==> src/rtl/alu_issue_stage.sv <==
// alu_issue_stage: RV32I decode/issue into a single registered ID/EX slot.
// Builds ALU operands (a, b, alu_op) and side-effect controls from the
// instruction offered by fetch, with valid/ready backpressure and flush.
module alu_issue_stage #(
   parameter int XLEN           = 32,
   parameter bit ILLEGAL_AS_NOP = 1'b1
) (
   input  logic            clk,
   input  logic            rst,
   input  logic            if_valid,
   output logic            if_ready,
   input  logic [31:0]     if_instr,
   input  logic [XLEN-1:0] if_pc,
   output logic [4:0]      rs1_addr,
   output logic [4:0]      rs2_addr,
   input  logic [XLEN-1:0] rs1_data,
   input  logic [XLEN-1:0] rs2_data,
   input  logic            flush,
   output logic            ex_valid,
   input  logic            ex_ready,
   output logic [XLEN-1:0] ex_a,
   output logic [XLEN-1:0] ex_b,
   output logic [2:0]      ex_alu_op,
   output logic [4:0]      ex_rd,
   output logic            ex_reg_write,
   output logic            ex_mem_read,
   output logic            ex_mem_write,
   output logic            ex_branch,
   output logic            ex_branch_ne,
   output logic [XLEN-1:0] ex_store_data,
   output logic [XLEN-1:0] ex_pc,
   output logic            ex_illegal
);

   localparam logic [2:0] OP_ADD = 3'b000, OP_SUB = 3'b001, OP_AND = 3'b010,
                          OP_OR  = 3'b011, OP_XOR = 3'b100, OP_SLL = 3'b101,
                          OP_SRL = 3'b110, OP_SLT = 3'b111;

   localparam logic [6:0] OPC_R = 7'b0110011, OPC_I = 7'b0010011, OPC_LD = 7'b0000011,
                          OPC_ST = 7'b0100011, OPC_BR = 7'b1100011, OPC_LUI = 7'b0110111;

   typedef struct packed {
      logic            valid;
      logic [XLEN-1:0] a;
      logic [XLEN-1:0] b;
      logic [2:0]      alu_op;
      logic [4:0]      rd;
      logic            reg_write;
      logic            mem_read;
      logic            mem_write;
      logic            branch;
      logic            branch_ne;
      logic [XLEN-1:0] store_data;
      logic [XLEN-1:0] pc;
      logic            illegal;
   } slot_t;

   slot_t dec;
   slot_t slot_d, slot_q;
   logic  ill;
   logic  accept;

   logic [6:0]      opc;
   logic [2:0]      f3;
   logic [6:0]      f7;
   logic [XLEN-1:0] imm_i, imm_s, imm_u;

   // Shared funct3 -> ALU op map for R-type and I-type ALU instructions.
   function automatic logic [2:0] f3_op(input logic [2:0] fn3);
      case (fn3)
         3'b000:  f3_op = OP_ADD;
         3'b100:  f3_op = OP_XOR;
         3'b110:  f3_op = OP_OR;
         3'b111:  f3_op = OP_AND;
         3'b001:  f3_op = OP_SLL;
         3'b101:  f3_op = OP_SRL;
         3'b010:  f3_op = OP_SLT;
         default: f3_op = OP_ADD;
      endcase
   endfunction

   assign opc      = if_instr[6:0];
   assign f3       = if_instr[14:12];
   assign f7       = if_instr[31:25];
   assign rs1_addr = if_instr[19:15];
   assign rs2_addr = if_instr[24:20];
   assign imm_i    = {{20{if_instr[31]}}, if_instr[31:20]};
   assign imm_s    = {{20{if_instr[31]}}, if_instr[31:25], if_instr[11:7]};
   assign imm_u    = {if_instr[31:12], 12'b0};

   assign if_ready = !slot_q.valid || ex_ready;
   assign accept   = if_valid && if_ready;

   // Decode the offered instruction into a candidate slot entry.
   always_comb begin
      dec       = '0;
      ill       = 1'b0;
      dec.valid = 1'b1;
      dec.pc    = if_pc;
      dec.rd    = if_instr[11:7];
      case (opc)
         OPC_R: begin
            dec.a         = rs1_data;
            dec.b         = rs2_data;
            dec.reg_write = 1'b1;
            if (f7 == 7'b0 && f3 != 3'b011)          dec.alu_op = f3_op(f3);
            else if (f7 == 7'b0100000 && f3 == 3'b0) dec.alu_op = OP_SUB;
            else                                     ill = 1'b1;
         end
         OPC_I: begin
            dec.a         = rs1_data;
            dec.b         = imm_i;
            dec.reg_write = 1'b1;
            // SLTIU is unsupported; shifts need a clean funct7 (no SRAI).
            if (f3 == 3'b011 || ((f3 == 3'b001 || f3 == 3'b101) && f7 != 7'b0)) ill = 1'b1;
            else dec.alu_op = f3_op(f3);
         end
         OPC_LD: begin
            dec.a         = rs1_data;
            dec.b         = imm_i;
            dec.mem_read  = 1'b1;
            dec.reg_write = 1'b1;
            ill           = (f3 != 3'b010);
         end
         OPC_ST: begin
            dec.a          = rs1_data;
            dec.b          = imm_s;
            dec.mem_write  = 1'b1;
            dec.store_data = rs2_data;
            ill            = (f3 != 3'b010);
         end
         OPC_BR: begin
            dec.a         = rs1_data;
            dec.b         = rs2_data;
            dec.alu_op    = OP_SUB;
            dec.branch    = 1'b1;
            dec.branch_ne = f3[0];
            ill           = (f3[2:1] != 2'b00);
         end
         OPC_LUI: begin
            dec.b         = imm_u;
            dec.reg_write = 1'b1;
         end
         default: ill = 1'b1;
      endcase
      // Illegal encodings issue as ADD 0+0; optionally with no side effects.
      if (ill) begin
         dec.illegal    = 1'b1;
         dec.alu_op     = OP_ADD;
         dec.a          = '0;
         dec.b          = '0;
         dec.store_data = '0;
         if (ILLEGAL_AS_NOP) begin
            dec.reg_write = 1'b0;
            dec.mem_read  = 1'b0;
            dec.mem_write = 1'b0;
            dec.branch    = 1'b0;
            dec.branch_ne = 1'b0;
         end
      end
      if (dec.rd == 5'd0) dec.reg_write = 1'b0;
   end

   // Slot next state: load on accept (killed by flush), drop on consume/flush.
   always_comb begin
      slot_d = slot_q;
      if (accept) begin
         slot_d       = dec;
         slot_d.valid = !flush;
      end else if (flush || ex_ready) begin
         slot_d.valid = 1'b0;
      end
   end

   // ID/EX slot register; reset clears every field.
   always_ff @(posedge clk) begin
      if (rst) slot_q <= '0;
      else     slot_q <= slot_d;
   end

   assign ex_valid      = slot_q.valid;
   assign ex_a          = slot_q.a;
   assign ex_b          = slot_q.b;
   assign ex_alu_op     = slot_q.alu_op;
   assign ex_rd         = slot_q.rd;
   assign ex_reg_write  = slot_q.reg_write;
   assign ex_mem_read   = slot_q.mem_read;
   assign ex_mem_write  = slot_q.mem_write;
   assign ex_branch     = slot_q.branch;
   assign ex_branch_ne  = slot_q.branch_ne;
   assign ex_store_data = slot_q.store_data;
   assign ex_pc         = slot_q.pc;
   assign ex_illegal    = slot_q.illegal;

endmodule

==> config.mk <==
export PLATFORM = sky130hd
export DESIGN_NAME = alu_issue_stage
export DESIGN_NICKNAME = d
export VERILOG_FILES = /design/src/rtl/alu_issue_stage.sv
export SDC_FILE = /design/constraint.sdc
export NUM_CORES = 1
export LEC_CHECK = 0
export ABC_AREA = 1
export CAP_MARGIN = 15
export CORE_MARGIN = 4
export CORE_UTILIZATION = 42
export DETAILED_ROUTE_END_ITERATION = 10
export HOLD_SLACK_MARGIN = 0.08
export PLACE_DENSITY = 0.81
export REMOVE_ABC_BUFFERS = 1
export SETUP_SLACK_MARGIN = 0.4
export SLEW_MARGIN = 40
export SYNTH_ARGS = -nofsm -noshare
export SYNTH_HDL_FRONTEND = slang
export SYNTH_SLANG_ARGS = --single-unit
==> constraint.sdc <==
create_clock -name clk -period 2.15 [get_ports clk]
set_clock_uncertainty 0.15 [all_clocks]
set_input_delay 0.5375 -clock clk [delete_from_list [all_inputs] [get_ports clk]]
set_output_delay 0.5375 -clock clk [all_outputs]
set_load 0.03 [all_outputs]
==> summary.log <==
INFO  status         run_status=finished clean
INFO  cells_and_area final_layout_size_suffix_gt1_share=41.8%
INFO  drt            remaining_drc_errors=0
INFO  floorplanning  dieArea=0.0168sqmm
INFO  min_path       timing.hold.worst.class=reg -> reg
INFO  sta            report.final.setup_viol=0
INFO  yosys          synthDistinctLibCells=22
INFO  global_route   grt.total_usage=30.1%
INFO  floorplanning  coreArea=0.0145sqmm
INFO  cells_and_area layout.cells.most_common_list=sky130_fd_sc_hd__nand2_1 (163), sky130_fd_sc_hd__dfxtp_1 (143), sky130_fd_sc_hd__buf_2 (134)
INFO  drt            via_cell_ratio=5.51
INFO  clock_tree     cts_hold_repair.buffers=0
INFO  cells_and_area finish.net_count=1368
INFO  sta            layout_worst_path_cycle_share=94.3%
INFO  clock_tree     cts_tree=done
INFO  clock_tree     clock_latency_on_the_worst_skew_pair=0.42ns
INFO  sta            post-route-min-period=2.03ns
INFO  worst_setup_path timing.critical_path.arrival=2.23ns
INFO  worst_setup_path worstSetupPathType=in -> reg
INFO  clock_tree     clockRootBuffer=sky130_fd_sc_hd__clkbuf_16
INFO  yosys          leading_area_contributor_after_synthesis=sky130_fd_sc_hd__dfxtp_1
INFO  yosys          synthesis.area=0.00620sqmm
INFO  sta            drv_slew=0
INFO  floorplanning  dieHeight=130um
INFO  floorplanning  design.portCount=287
INFO  yosys          synthDominantCellAreaShare=46.2%
INFO  yosys          syn-mean-instance-area=6.99squm
INFO  pwr            cell_internal_pwr=4.96mW
INFO  worst_setup_path cp_max_fo=8
INFO  sta            slew-limit-headroom=60.2%
INFO  worst_setup_path critPathRequiredTime=2.35ns
INFO  cells_and_area layout.cells.most_common=sky130_fd_sc_hd__nand2_1
INFO  cells_and_area layout-area-overhead-vs-synth=82.0%
INFO  pwr            powerDensity=598mW/mm^2
INFO  global_route   grt_max_degree=105
INFO  clock_tree     htree_num_levels=4
INFO  cells_and_area fin_area=0.0113sqmm
INFO  pwr            maximum_ir_drop_on_the_vdd_rail=529uV
INFO  clock_tree     tritoncts_num_sinks=143
INFO  floorplanning  fp-row-count=44
INFO  clock_tree     cts.reportedPaths.clkPinSlew=0.06ns
INFO  global_route   globalRouteOverflowTotal=0
INFO  yosys          post_synth_main_area_contributors=sky130_fd_sc_hd__dfxtp_1 (46%), sky130_fd_sc_hd__nand2_1 (11%), sky130_fd_sc_hd__nand3_1 (10%), sky130_fd_sc_hd__a21oi_1 (8.9%), sky130_fd_sc_hd__nor2_1 (7.1%)
INFO  pwr            power.static_leakage=4.78nW
INFO  pwr            power.clock.fraction=43.0%
INFO  worst_setup_path setup.worst_path.start_class=input port
INFO  drt            dr.pass1.iters=8
INFO  cells_and_area insertedDiodeCount=0
INFO  yosys          synth-seq-area-share=46.2%
INFO  sta            max_slew.worst_pin.slew=0.598ns
INFO  floorplanning  initial_standard_cell_utilization_of_the_core=42.8%
INFO  clock_tree     cts_made_buffers=17
INFO  yosys          postSynthCellCount=887
INFO  sta            setup_repair_after_global_routing_missed_its_margin=true
INFO  pwr            seq_power_share=40.5%
INFO  pwr            net-switching-power=1.79mW
INFO  sta            final-hold-violation-count=0
INFO  placement      placement.setup.worst_slack=-0.461ns
INFO  pwr            comb_power_share=16.5%
INFO  global_route   number_of_antenna_violations_at_the_first_check_in_global_routing=0
INFO  drt            drt_first_iter_violations=685
INFO  pwr            netSwitchingFraction=26.5%
INFO  worst_setup_path crit_path_end_kind=flip-flop
INFO  yosys          total_of_flip_flops_plus_latches_after_synthesis=143
INFO  placement      replace_congestion=0.845
INFO  drt            route.vias.total=7893
INFO  sta            final.setup.worst_slack=0.123ns
INFO  placement      placement.cell_area=0.00952sqmm
INFO  global_route   first_pass_grt_wire_length=39600um
INFO  job            drv_cap=0
INFO  drt            wirelength=28400um
INFO  drt            antenna_viol_nets_final=0
INFO  drt            wire_per_inst=19.9um
INFO  placement      place.port_buffers=286
INFO  clock_tree     cts.path.max_buffers=2
INFO  floorplanning  die_width=130um
INFO  sta            fmax=493MHz
INFO  placement      hpwl=15500um
INFO  yosys          synth_warnings=0
INFO  global_route   grt_pass1_vias=7469
## routing by layer
layer | vias up | track usage (%) | wire [um]
li1 | 3605 | - | -
met1 | 3715 | 36.2 | 10500
met2 | 463 | 51.4 | 13900
met3 | 110 | 7.50 | 2830
met4 | 0 | 12.6 | 1260
met5 | - | 0 | 0
## critical path: stages
cell	delay, ns
sky130_fd_sc_hd__buf_2	0.18
sky130_fd_sc_hd__inv_1	0.15
sky130_fd_sc_hd__nor2_4	0.06
sky130_fd_sc_hd__nand2_2	0.08
sky130_fd_sc_hd__inv_2	0.04
sky130_fd_sc_hd__o21ai_1	0.14
sky130_fd_sc_hd__nand3_2	0.12
sky130_fd_sc_hd__nor2_4	0.13
sky130_fd_sc_hd__buf_6	0.15
sky130_fd_sc_hd__buf_12	0.16
sky130_fd_sc_hd__buf_6	0.12
sky130_fd_sc_hd__buf_12	0.13
sky130_fd_sc_hd__nand3_4	0.07
sky130_fd_sc_hd__a21oi_2	0.16
## area by class of cell
type	count	area, sq um
fillers	930	3190
clock buffers	22	464
well taps	184	230
repair buffers	404	3580
flip-flops and latches	143	2860
inverters	61	246
multi-input cells	608	3790
clock inverters	10	113
## synthesized netlist by cell type (all sizes together)
cell and count:
clkbuf 43, clkinv 1, o21ai 50, nand3 124, a21oi 110, buf 32, dfxtp 143, nand4 1
inv 60, nor3 4, o211ai 15, nand2 184, nor2 120
## per-stage QoR
step                util, %  hold slack [ns]  total power, mW  TNS (ns)  instances
floorplan                 -            0.441             3.11   -377.21        812
global placement       65.7            0.300             3.71    -40.16       1343
detailed placement     65.7            0.302             3.72    -42.50       1343
CTS                    73.9            0.307             6.67         0       1419
global route           77.9            0.328             6.95         0       1432
finish                 77.9            0.310             6.74         0       1432
## power groups by stage
| stage | Clock [mW] | Combinational (mW) | Sequential, mW |
|---|---|---|---|
| after floorplan | 0 | 0.204 | 2.90 |
| after detailed placement | 0 | 0.930 | 2.79 |
| after CTS | 2.91 | 1.02 | 2.73 |
| after global routing | 3.05 | 1.17 | 2.74 |
| final | 2.90 | 1.11 | 2.73 |
| after global placement | 0 | 0.924 | 2.79 |
## flip-flops by register name (all words and copies together), names as in the netlist
name / flops
ex_a: 32
ex_b: 32
ex_pc: 32
ex_store_data: 32
ex_rd: 5
ex_alu_op: 3
ex_branch: 1
ex_branch_ne: 1
ex_illegal: 1
ex_mem_read: 1
ex_mem_write: 1
ex_reg_write: 1
ex_valid: 1
## kinds of logic (layout without fill, tap and decap cells)
family,after synthesis,in the layout,synth area share (%)
AND/OR/NAND/NOR,433,433,29.2
AO/OA/AOI/OAI,175,175,14.7
flip-flops,143,143,46.2
buffers and inverters,136,497,9.95
## what timing repair did
action	in CTS	in global routing
endpoints found under the setup margin	260	167
buffers inserted	33	7
pin swaps	28	33
resized for setup	812	225
gates cloned	11	6
## final timing paths
kind | slack (ns) | end | cells past startpoint | start
worst max register to register | 0.46 | ex_b[10] | 7 | ex_valid
worst max-delay path | 0.12 | ex_store_data[29] | 14 | if_instr[6]
worst min register to register | 0.31 | ex_b[4] | 2 | ex_b[4]
worst min-delay path | 0.31 | ex_b[4] | 2 | ex_b[4]
(Power assumes the default switching activity.)
